**src/rtl/param_regfile_pkg.sv**
```systemverilog
// Shared helpers for the parametrised register file: byte-lane merge and lane count.
package regfile_pkg;

   localparam int BYTE_W = 8;

   function automatic int num_bytes(input int width);
      return width / BYTE_W;
   endfunction

   // One byte lane of a byte-enabled merge; callers loop over lanes so any WIDTH works.
   function automatic logic [BYTE_W-1:0] be_merge(input logic [BYTE_W-1:0] old_byte,
                                                  input logic [BYTE_W-1:0] new_byte,
                                                  input logic              be);
      return be ? new_byte : old_byte;
   endfunction

endpackage

```
**src/rtl/param_regfile_be_register.sv**
```systemverilog
// One storage word with per-byte write enables and a synchronous active-low clear.
module be_register
   import regfile_pkg::*;
#(
   parameter int WIDTH = 64
) (
   input  logic               clk,
   input  logic               reset,
   input  logic [WIDTH/8-1:0] be,
   input  logic [WIDTH-1:0]   wr_data,
   output logic [WIDTH-1:0]   word
);

   localparam int BYTES = num_bytes(WIDTH);

   logic [WIDTH-1:0] word_d;
   logic [WIDTH-1:0] word_q;

   always_comb begin
      word_d = word_q;
      for (int k = 0; k < BYTES; k++) begin
         word_d[k*BYTE_W +: BYTE_W] = be_merge(word_q[k*BYTE_W +: BYTE_W],
                                               wr_data[k*BYTE_W +: BYTE_W], be[k]);
      end
   end

   always_ff @(posedge clk) begin
      if (!reset) word_q <= '0;
      else        word_q <= word_d;
   end

   assign word = word_q;

endmodule

```
**src/rtl/param_regfile.sv**
```systemverilog
// Multi-read, single byte-enabled write register file with hardwired-zero entry and optional bypass.
module param_regfile
   import regfile_pkg::*;
#(
   parameter int WIDTH    = 64,
   parameter int DEPTH    = 32,
   parameter int ADDR_W   = $clog2(DEPTH),
   parameter int NUM_RD   = 2,
   parameter int ZERO_IDX = DEPTH - 1,
   parameter int BYPASS   = 1
) (
   input  logic                     clk,
   input  logic                     reset,
   input  logic                     wr_en,
   input  logic [ADDR_W-1:0]        wr_addr,
   input  logic [WIDTH-1:0]         wr_data,
   input  logic [WIDTH/8-1:0]       wr_be,
   input  logic [NUM_RD*ADDR_W-1:0] rd_addr,
   output logic [NUM_RD*WIDTH-1:0]  rd_data
);

   localparam int BYTES = num_bytes(WIDTH);

   logic [WIDTH-1:0] entry [DEPTH];
   logic             wr_valid;

   // A write that targets the zero entry, an unmapped index or no bytes is a no-op.
   assign wr_valid = wr_en && (|wr_be) && (32'(wr_addr) < DEPTH) && (32'(wr_addr) != ZERO_IDX);

   for (genvar i = 0; i < DEPTH; i++) begin : g_ent
      if (i == ZERO_IDX) begin : g_zero
         assign entry[i] = '0;
      end else begin : g_reg
         logic [BYTES-1:0] ent_be;
         assign ent_be = (wr_valid && (wr_addr == ADDR_W'(i))) ? wr_be : '0;
         be_register #(.WIDTH(WIDTH)) u_word (
            .clk     (clk),
            .reset   (reset),
            .be      (ent_be),
            .wr_data (wr_data),
            .word    (entry[i])
         );
      end
   end

   for (genvar p = 0; p < NUM_RD; p++) begin : g_rd
      logic [ADDR_W-1:0] idx;
      logic [WIDTH-1:0]  word;

      assign idx = rd_addr[p*ADDR_W +: ADDR_W];

      always_comb begin
         word = '0;
         if ((32'(idx) < DEPTH) && (32'(idx) != ZERO_IDX)) begin
            word = entry[idx];
            // Forward the merged write only outside reset; wr_valid already excludes the zero entry.
            if ((BYPASS != 0) && reset && wr_valid && (idx == wr_addr)) begin
               for (int k = 0; k < BYTES; k++) begin
                  word[k*BYTE_W +: BYTE_W] = be_merge(word[k*BYTE_W +: BYTE_W],
                                                      wr_data[k*BYTE_W +: BYTE_W], wr_be[k]);
               end
            end
         end
      end

      assign rd_data[p*WIDTH +: WIDTH] = word;
   end

endmodule

```
**config.mk**
```make
export PLATFORM = sky130hd
export DESIGN_NAME = param_regfile
export DESIGN_NICKNAME = d
export VERILOG_FILES = /design/src/rtl/param_regfile_pkg.sv /design/src/rtl/param_regfile_be_register.sv /design/src/rtl/param_regfile.sv
export SDC_FILE = /design/constraint.sdc
export NUM_CORES = 2
export LEC_CHECK = 0
export CORE_ASPECT_RATIO = 0.75
export CORE_MARGIN = 5
export CORE_UTILIZATION = 30
export CTS_CLUSTER_SIZE = 8
export DETAILED_ROUTE_END_ITERATION = 7
export SLEW_MARGIN = 25
export SYNTH_ARGS = -nofsm -noshare
export SYNTH_HDL_FRONTEND = slang
export SYNTH_SLANG_ARGS = --single-unit
```
**constraint.sdc**
```tcl
create_clock -name clk -period 3 [get_ports clk]
set_input_delay 0.3 -clock clk [delete_from_list [all_inputs] [get_ports clk]]
set_output_delay 0.3 -clock clk [all_outputs]
set_load 0.005 [all_outputs]
```
; Word-level counts from Yosys, hierarchy flattened
; Cells that the tools add are included.
[op_classes]
magnitude_cmp = 2
n_eq_ne = 35
n_mux = 57
n_bitwise = 2
n_reduce_logical = 38
[op_table]
columns = op, n
row1 = 64-bit binary-select mux with 5-bit select, 2
row2 = 64-bit two-way mux, 8
row3 = 8-bit two-way mux, 47
row4 = 5-bit == test (second input constant), 15
row5 = 5-bit by 4-bit == test with 1-bit output (second input constant), 8
row6 = 1-bit logical AND, 36
row7 = 5-bit by 3-bit == test with 1-bit output (second input constant), 4
row8 = 5-bit != test (second input constant), 3
row9 = 6-bit greater-or-equal comparator (second input constant), 2
row10 = 5-bit inverter with 6-bit output, 2
row11 = 5-bit by 2-bit == test with 1-bit output (second input constant), 2
row12 = 5-bit == test, 2
row13 = 8-bit OR reduction, 1
row14 = 5-bit by 1-bit == test with 1-bit output (second input constant), 1
row15 = 5-bit zero test, 1
[totals]
register_bits = 1984
word_cells = 382

; Depth between registers and ports, before layout
[depth]
ltp_word = 7
depth_mapped = 12
ltp_nobuf = 6

; Cells and area by module
; Synthesis repeated with hierarchy kept, for this count alone.
[unflattened]
cells_unflattened = 10040
area_unflattened_um2 = 110832.5
[modules_own_cells]
columns = module, instances, cells_per_inst, area_each_um2
row1 = be_register, 31, 207, 2434.8
row2 = param_regfile, 1, 3623, 35352.7

; Worst setup path before layout
; No wires, ideal clock.
[synth_path]
kind = in2out
from = in rd_addr[5]
to = out rd_data[75]
arrival_ps = 2294
path_slack_ps = 406
cell_stages = 8
path_buffers = 4
cell_sequence = buf_2 buf_2 buf_2 buf_2 mux4_2 a22oi_1 nand2_1 a221o_1
[synth_between]
elab_chain_len = 7
elab_cells_between_ends = 10
[synth_lines]
columns = item, line
row1 = start: declaration, param_regfile.sv:18  ; input logic [NUM_RD*ADDR_W-1:0] rd_addr,
row2 = 5-bit inverter with 6-bit output (implied by the code), param_regfile.sv:55  ; word = entry[idx];
row3 = 64-bit binary-select mux with 5-bit select, param_regfile.sv:55
row4 = 64-bit two-way mux (implied by the code) (2 in series), param_regfile.sv:55
row5 = 8-bit two-way mux, param_regfile_pkg.sv:14  ; return be ? new_byte : old_byte;
row6 = 64-bit two-way mux, param_regfile.sv:57  ; if ((BYPASS != 0) && reset && wr_valid && (idx == wr_addr)) begin
row7 = 64-bit two-way mux (*), param_regfile.sv:54  ; if ((32'(idx) < DEPTH) && (32'(idx) != ZERO_IDX)) begin
row8 = end: declaration, param_regfile.sv:19  ; output logic [NUM_RD*WIDTH-1:0] rd_data
; Mark *: on every way between the ends. The rest lies on a longest branch, timed or not. The select of a mux whose other input is x is not followed.

; Worst setup path in the final report
[layout_path]
from = reg g_ent[26].g_reg.u_word.word_q[5]
to = out rd_data[69]
[layout_between]
elab_chain_len = 6
[layout_lines]
columns = item, line
row1 = start: declaration, param_regfile_be_register.sv:17  ; logic [WIDTH-1:0] word_q;
row2 = start signal: assignment, param_regfile_be_register.sv:29  ; else word_q <= word_d;
row3 = 64-bit binary-select mux with 5-bit select (*), param_regfile.sv:55
row4 = 64-bit two-way mux (implied by the code) (*) (2 in series), param_regfile.sv:55
row5 = 8-bit two-way mux, param_regfile_pkg.sv:14
row6 = 64-bit two-way mux (*), param_regfile.sv:57
row7 = 64-bit two-way mux (*), param_regfile.sv:54
; Marked as above.

==> impl_metrics.ini <==
[worst_setup_path]
critPathKind = reg -> out
startpoint_type = register
path_common_cell = buf_4
crit_chain = mux4_2 > a22oi_1 > o2111ai_2 > o21ai_2 > buf_4 > a21oi_4 > buf_4 > dlygate4sd2_1
crit_path_end_kind = output port
cpMaxStageDelayCell = mux4_2
critPathRequiredTime_ns = 2.70
cp_top_family = compound AO/OA/AOI/OAI gates
worstPathBufferInverterCount = 3
slowest_delay_ns = 0.46
critPathMaxFanout = 3
worstPathArrival_ns = 2.84

[placed_design]
dp_hpwl_mm = 334.7
io_buffers = 217
place_congestion = 0.9341

[global_route]
track_usage_pct = 24.11
grt_max_degree = 210
grt_pass1_vias = 95860
grt-ovfl-total = 0
antenna_found_initial = 26
grt_first_pass_wirelength_mm = 682.1

[drt]
drt_iter0_markers = 13950
firstDrtPassIters = 6
post-route-drc-count = 0
ant_nets = 0
viasPerCell = 5.907
vias = 102300
wl_per_cell_um = 27.19
wirelength_mm = 470.9

[die]
die_w_um = 704.0
rows = 191
die_h_um = 530.5
dieArea_mm2 = 0.3734
start_util_pct = 30.07
top_level_ports = 218
core_mm2 = 0.3604

[clock_network]
cts.sinks = 1984
clk_latency_ns = 0.85
cts_buffer_depth = 4
cts_root_buffer = clkbuf_16
cts_buffers = 290
path_clk_slew_ns = 0.05
htreeDepth = 5
cts_tree = done

[sta]
fin_crit_sh_pct = 104.7
slew_headroom_pct = 23.09
slew_viol_final = 0
timing.final.setup_violations = 5
final_hold_viol_count = 0
skew_ns = 0
post-route-min-period_ns = 3.141
rsz0062_at_grt = yes
post-route-worst-setup-slack_ns = -0.1413
max_freq_mhz = 318.3
tightestPinTransition_ns = 1.149
holdWs_ns = 0.05526

[yosys]
synth_flop_cell = dfxtp_1
ys_seq_area_share_pct = 36.65
async_reset_ff_share_pct = 0
syn_inst = 11730
synth_edf_count = 0
synth.distinct_cells = 65
syn_area_mm2 = 0.1084
avgSynthCellArea_um2 = 9.237
ys_ff_latch = 1984
syn_nets = 11820
yosysWarnings = 0

[cells_and_area]
fillers = 35610
largest_reg_flops = 1984
layout-drive-gt1-share_pct = 29.25
synthToLayoutAreaGrowth_pct = 26.27
nets = 12560

[run_status]
violations = setup timing
outcome = complete, but fails checks

[power_and_ir_drop]
intPower_mw = 47.06
power_frac_seq_pct = 41.4
leakage_nw = 46.19
switching_power_mw = 17.11
vdd_drop_max_mv = 0.4207
p_per_area_mw_per_mm2 = 469.0
switching_share_pct = 26.67
clockPowerShare_pct = 46.6
power_mw = 64.17
p_comb_share_pct = 12.0

[job]
timing.max_cap.violations = 0

[hold_path]
hold_class = in -> reg
-- synth_stat cells (16+ instances only) --
library cell / count / area, um2
dfxtp_1: 1984 / 39720
a211oi_1: 70 / 525.5
o21ai_0: 1564 / 7828
clkbuf_1: 760 / 2853
and2_1: 57 / 356.6
a22oi_1: 74 / 555.5
mux4_2: 848 / 19100
a21boi_1: 148 / 1111
nor2b_1: 180 / 1126
mux2_2: 102 / 1149
nand3_1: 345 / 1727
nor2_2: 33 / 206.5
nor2_1: 426 / 1599
buf_4: 26 / 195.2
o211ai_1: 18 / 135.1
a31o_2: 184 / 1612
buf_1: 193 / 724.4
a2111oi_0: 48 / 420.4
a21boi_0: 1516 / 11380
nand2b_1: 22 / 137.6
nor4_1: 16 / 100.1
mux2i_1: 381 / 3814
a21oi_1: 180 / 900.9
nor3_1: 28 / 140.1
o22ai_1: 160 / 1001
nand2_1: 1957 / 7346
buf_2: 237 / 1186
-- power by group through the flow --
stage,Sequential [mW],Clock [mW],Combinational [mW]
floorplan,27.1,0,3.35
global placement,27.1,0,7.24
detailed placement,27.1,0,7.24
CTS,26.6,30.1,7.48
global route,26.6,31.3,7.89
finish,26.6,29.9,7.69
-- worst paths after layout --
path	slack (ns)	cells past startpoint	end	start
worst max-delay path	-0.14	8	rd_data[69]	g_ent[26].g_reg.u_word.word[5]
worst min-delay path	0.06	3	g_ent[4].g_reg.u_word.word[51]	reset
worst max register to register	2.18	2	g_ent[16].g_reg.u_word.word[36]	g_ent[16].g_reg.u_word.word[36]
worst min register to register	0.47	2	g_ent[7].g_reg.u_word.word[21]	g_ent[7].g_reg.u_word.word[21]
-- worst register-to-register path: cells and delay by family (launching register included) --
kind / cells / cell delay [ns]
compound gates: 2 / 0.32
flops: 1 / 0.41
-- timing repair --
item	4_1_cts	5_1_grt
hold endpoints to repair	14	0
pin swaps	216	94
gates cloned	1	1
buffers inserted	20	2
endpoints found under the setup margin	128	90
hold buffers	1	0
resized for setup	1144	189
-- stage by stage --
stage	area [um2]	cells	setup TNS (ns)	setup slack, ns	util, %
2_1_floorplan	108400	11730	0	0.4056	-
3_3_place_gp	126400	17040	-171.17	-1.192	35.07
3_5_place_dp	126400	17040	-167.55	-1.104	35.07
4_1_cts	136400	17320	-1.275	-0.1978	37.85
5_1_grt	136800	17310	-0.8000	-0.1881	37.96
6_report	136800	17320	-0.3081	-0.1413	37.97
-- cell usage in the layout (no fill, tap or decap), drive strengths merged, types with 70 or more instances in the layout --
master	synthesis	routed
dfxtp	1984	1984
nand2	1960	1960
a21boi	1664	1664
o21ai	1569	1569
buf	461	1526
mux4	848	848
nor2	469	469
mux2i	381	381
nand3	345	345
clkbuf	760	326
a31o	184	184
nor2b	180	180
a21oi	180	180
o22ai	160	160
mux2	102	102
a22oi	74	74
a211oi	70	70
-- per-layer routing --
metal  part of all wire [%]  track usage [%]
met1                     42            34.28
met4                    4.7            10.21
met5                  0.017                0
met2                     41            34.03
met3                     13            6.633
-- cells by family after synthesis --
logic type                after synthesis  synth area share (%)
AOI/OAI and AO/OA                    4057                 24.24
DFF                                  1984                 36.65
and+or+nand+nor                      3116                 12.15
xor gates and xnor gates               10               0.08082
buffers and inverters                1233                 4.670
muxes                                1331                 22.20
-- layout make-up --
type / count / area (um2) / share of cell area [%]
tap: 4825 / 6037 / 4.412
clock inverter: 17 / 257.7 / 0.1884
multi-input combinational: 8514 / 66810 / 48.83
sequential: 1984 / 39950 / 29.20
timing repair buffer: 1663 / 16260 / 11.89
clock buffer: 297 / 7432 / 5.432
antenna: 7 / 17.52 / 0.01280
inverter: 12 / 46.29 / 0.03384
No activity file was read; power rests on OpenSTA's default activity.
